## src/rtl/alu_result_demux.sv

```systemverilog
// Registered 1:8 result demux steered by {C1,C2,C3}; each channel is a one-entry valid/ready holding register.
// Latency 1 cycle; in_ready drops only while the addressed channel is full and its consumer is not draining.
module alu_result_demux #(
    parameter int WIDTH = 16,
    parameter int CNT_W = 16
) (
    input  logic               clk,
    input  logic               rst_n,
    input  logic               in_valid,
    output logic               in_ready,
    input  logic [WIDTH-1:0]   in_data,
    input  logic               C1,
    input  logic               C2,
    input  logic               C3,
    output logic [7:0]         out_valid,
    input  logic [7:0]         out_ready,
    output logic [8*WIDTH-1:0] out_data,
    output logic [CNT_W-1:0]   xfer_count
);

    logic [2:0] sel;
    logic       accept;
    logic [7:0] load;
    logic [7:0] drain;

    assign sel      = {C1, C2, C3};
    assign in_ready = ~out_valid[sel] | out_ready[sel];
    assign accept   = in_valid & in_ready;
    assign drain    = out_valid & out_ready;

    always_comb begin
        load      = '0;
        load[sel] = accept;
    end

    // A same-cycle drain and load leaves the channel full with the new word.
    always_ff @(posedge clk or negedge rst_n) begin
        if (!rst_n) begin
            out_valid <= '0;
        end else begin
            out_valid <= load | (out_valid & ~drain);
        end
    end

    for (genvar k = 0; k < 8; k++) begin : g_chan
        always_ff @(posedge clk or negedge rst_n) begin
            if (!rst_n) begin
                out_data[k*WIDTH +: WIDTH] <= '0;
            end else if (load[k]) begin
                out_data[k*WIDTH +: WIDTH] <= in_data;
            end
        end
    end

    always_ff @(posedge clk or negedge rst_n) begin
        if (!rst_n) begin
            xfer_count <= '0;
        end else if (accept) begin
            xfer_count <= xfer_count + CNT_W'(1);
        end
    end

endmodule

```

## config.mk

```make
export PLATFORM = sky130hd
export DESIGN_NAME = alu_result_demux
export DESIGN_NICKNAME = d
export VERILOG_FILES = /design/src/rtl/alu_result_demux.sv
export SDC_FILE = /design/constraint.sdc
export NUM_CORES = 1
export LEC_CHECK = 0
export BUFFER_PORTS_ARGS = -buffer_cell sky130_fd_sc_hd__buf_2
export CAP_MARGIN = 25
export CORE_MARGIN = 2
export CORE_UTILIZATION = 53
export DETAILED_ROUTE_END_ITERATION = 7
export PLACE_DENSITY = 0.8
export SKIP_CTS_REPAIR_TIMING = 1
export SYNTH_ARGS = -nofsm -noshare
export SYNTH_HDL_FRONTEND = slang
export SYNTH_SLANG_ARGS = --single-unit
export TNS_END_PERCENT = 50
```

## constraint.sdc

```tcl
create_clock -name clk -period 5.5 [get_ports clk]
set_input_delay 0.275 -clock clk [delete_from_list [all_inputs] [get_ports clk]]
set_output_delay 0.275 -clock clk [all_outputs]
set_load 0.02 [all_outputs]
```

== After elaboration in Yosys (flattened, before gate mapping) ==
Cells that the tools add are included.
Storage, ports and cells
  bits in registers: 152
  input port bits: 30
  output and inout bits: 153
Cells by class
  add/subtract/negate cells: 1
  $lt $le $gt $ge: 2
  mux-type cells: 6
  bitwise gates (word level): 8
  reduce and logical (&&, ||, !) cells: 1
Operators by type and width (number)
  8-bit bitwise AND: 3
  16-bit by 1-bit adder with 16-bit output (second input constant): 1
  8-bit NOT: 1
  8-bit bitwise OR: 1
  1-bit binary-select mux with 3-bit select: 2
  3-bit by 4-bit < comparator with 1-bit output (second input constant): 1
  1-bit demux with 3-bit select: 1
  3-bit by 1-bit greater-or-equal comparator with 1-bit output (second input constant): 1
  1-bit 2-to-1 mux: 3
  1-bit bitwise AND: 1
  1-bit logical AND: 1
  1-bit NOT: 1
  1-bit bitwise OR: 1

== Longest topological paths before layout ==
  depth after elaboration: 7
  mapped depth: 9

== Worst setup path after synthesis ==
OpenSTA, ideal clock, no wires.
  kind: flip-flop to flip-flop
  start point: register out_valid[3]
  end point: register out_data[102]
  setup time: 0.125 ns
  arrival time: 2.211 ns
  data required time: 5.375 ns
  slack: 3.164 ns
  stages on the path, launching flop included: 9
  path through: dfrtp_1 mux2_2 a32o_1 a211o_1 buf_4 buf_6 a21oi_4 buf_6 mux2_2
Between the ends
  cells in the longest elaborated chain, start to end: 6
RTL lines
  from (decl): line 15  | output logic [7:0] out_valid,
  from (signal assigned): line 41  | out_valid <= load | (out_valid & ~drain);
  1-bit binary-select mux with 3-bit select: line 27  | assign in_ready = ~out_valid[sel] | out_ready[sel];
  1-bit 2-to-1 mux (implied by the code): line 27
  1-bit NOT: line 27
  1-bit bitwise OR: line 27
  1-bit bitwise AND: line 28  | assign accept = in_valid & in_ready;
  8-bit bitwise AND (no source line)
  to (signal, indexed assignment): line 50  | out_data[k*WIDTH +: WIDTH] <= in_data;
  to (decl): line 17  | output logic [8*WIDTH-1:0] out_data,
No other way between the ends. The select of a mux whose other input is x is not followed.
A chain may end at the register's enable or synchronous reset.

== Final worst setup path ==
  start point: register out_valid[1]
  end point: register out_data[114]
The elaborated chain is that of the path after synthesis.

==> flow_summary.toml <==
[pwr]
vdd_drop_max_mv = 0.309
p_per_area_nw_per_um2 = 482
power.leakage_uw = 0.00382

[timing]
hold_viol = 0
tightest_slew_ns = 0.854
maxSlewHeadroom_pct = 43.1
finalSetupTns_ns = 0
clock_skew_ns = 0.00544
period_minus_slack_ns = 2.80
setup_viol = 0
fmax_ghz = 0.358
rsz0062_at_grt = "false"
maxSlewViolCount = 0
fin_crit_sh_pct = 50.8

[drt]
avgRoutedWirePerCell_um = 19.8
ant_nets = 0
drt_iter0_markers = 239
drt-pass1-iter-count = 4
vias = 4098
drt_wl_total_um = 15000
vias_per_cell = 5.42
drc = 0

[clock_network]
clk_pin_slew_worst_paths_ns = 0.06
numCtsBuffers = 17
cts_tree = "built"
cts_root_buf = "clkbuf_16"
htree_levels = 4
clock-sinks = 152
ctsLongestPathBuffers = 2
worst_skew_pair.late_latency_ns = 0.42

[synthesis]
synth_edf_count = 0
async_flop_share_pct = 100
ys_top_cells_by_count = "dfrtp_1 (152), mux2_2 (130), xor2_1 (14)"
postSynthCellCount = 405
ys_seq_elements = 152
synth.area.top_cells = "dfrtp_1 (61%), mux2_2 (24%), xor2_1 (2.0%)"
yosysMostFrequentCell = "dfrtp_1"
yosys_warnings = 0
synth_top_area_share_pct = 61.1
yosys.area.top_type = "dfrtp_1"
synth_fp_nets = 436
ys_types = 34
syn-mean-instance-area_um2 = 15.4
synth_flop_cell = "dfrtp_1"
synthesis.area_um2 = 6220
yosysSeqAreaShare_pct = 61.1

[cells_and_area]
multi_input_area_um2 = 2230
regArea_um2 = 3800
drive_gt1_share_pct = 60.6
finish.utilization_pct = 69.2
fillers = 835
nNetsFinal = 629
syn_to_final_growth_pct = 27.0

[floorplanning]
core_area_um2 = 11400
die_y_um = 112
rows = 39
die_area_um2 = 12600
pin_count = 183
die-width_um = 112
start_util_pct = 54.5

[critical_path]
worst_setup_path_end_kind = "flop"
critical_path_class = "flop to flop"
worstSetupEndpoint = "out_data[114]"
reg2reg_slack_ns = 2.70
crit_arrival_ns = 3.09
crit_fanout = 17
r2r_start = "out_valid[1]"
timing.rr.end = "out_data[114]"
critPathLaunch = "out_valid[1]"
required_ns = 5.80
start_kind = "flop"
rr_worst_depth = 7

[flow_run]
max-cap-violations = 0

[grt]
track_usage_pct = 24.9
grt_max_degree = 96
grt_pass1_vias = 4439
overflow = 0
antenna_found_initial = 2
grt_pass1_wl_um = 24200

[placement]
port_buffers = 182
hpwlAfterDp_um = 9920
gp_congestion = 0.837

[run_status]
status = "complete, no violations"

[min_path]
hp-class = "primary input to flop"
[power by group]
| part | switching [uW] | internal (uW) | leakage (uW) |
|---|---|---|---|
| Clock | 445 | 769 | 0.000284 |
| Combinational | 633 | 404 | 0.00169 |
| Sequential | 170 | 1380 | 0.00184 |
| Total | 1250 | 2560 | 0.00382 |
[layer usage]
metal  part of all wire, %  GRT usage (%)  up-vias
li1                      -              -     1841
met1                    41           31.4     2068
met2                    49           39.5      164
met3                   8.4           9.94       25
met4                   1.6           8.70        0
met5                     0              0        -
[registers in the layout, summed over array words and instances, names as in the netlist]
name and flops:
out_valid 8, out_data 128, xfer_count 16
[cells by family after synthesis]
family / Yosys count / share of synthesized area (%)
buffers and inverters: 29 / 3.00
and+or+nand+nor: 35 / 2.94
DFF: 152 / 61.1
xor gates and xnor gates: 15 / 2.11
muxes: 134 / 24.2
adders and majority gates: 1 / 0.201
AOI/OAI and AO/OA: 39 / 6.44
[stage by stage]
step	instance area [um^2]	hold slack (ns)	instances	power, uW	setup WS, ns
floorplan	6220	-0.0206	405	2190	3.16
global placement	7220	0.393	719	2570	2.17
detailed placement	7220	0.400	719	2610	2.06
CTS	7840	-0.0462	751	3830	2.32
global route	7900	0.132	756	3970	2.61
finish	7900	0.135	756	3800	2.70
[cells in the final DEF (no fill, tap or decap), types with 3 or more instances in the layout]
cell type,instances
a2111oi_2,6
a211oi_1,8
a21o_1,8
a21oi_2,6
a21oi_4,3
buf_2,181
buf_4,6
bufinv_16,4
clkbuf_16,17
clkinvlp_4,6
dfrtp_1,152
inv_1,11
mux2_2,130
mux2i_1,4
nand2_1,9
nand3_1,12
nand4_1,3
xor2_1,14
[worst max-delay path, cell delays in order, from the launching register on]
cell and delay [ns]:
dfrtp_1 0.39, mux2_2 0.28, a32o_1 0.21, a211o_1 0.50
buf_16 0.26, a21oi_2 0.32, buf_4 0.33, mux2_2 0.37
[final cells by class]
type | count | area share [%]
Clock inverter | 12 | 2.22
Antenna cell | 2 | 0.0634
Multi-Input combinational cell | 224 | 28.2
Timing Repair Buffer | 191 | 12.8
Sequential cell | 152 | 48.1
Tap cell | 143 | 2.26
Clock buffer | 20 | 5.65
Inverter | 12 | 0.570
[how the worst min path moves through the flow]
stage,depth (start not counted),startpoint,to,slack [ns]
floorplan,0,rst_n,out_data[0],-0.02
global placement,1,rst_n,out_data[3],0.39
detailed placement,1,rst_n,out_data[15],0.40
CTS,1,rst_n,out_data[15],-0.05
global route,3,out_ready[1],out_valid[1],0.13
finish,3,out_ready[1],out_valid[1],0.13
No activity file was read; power rests on OpenSTA's default activity.
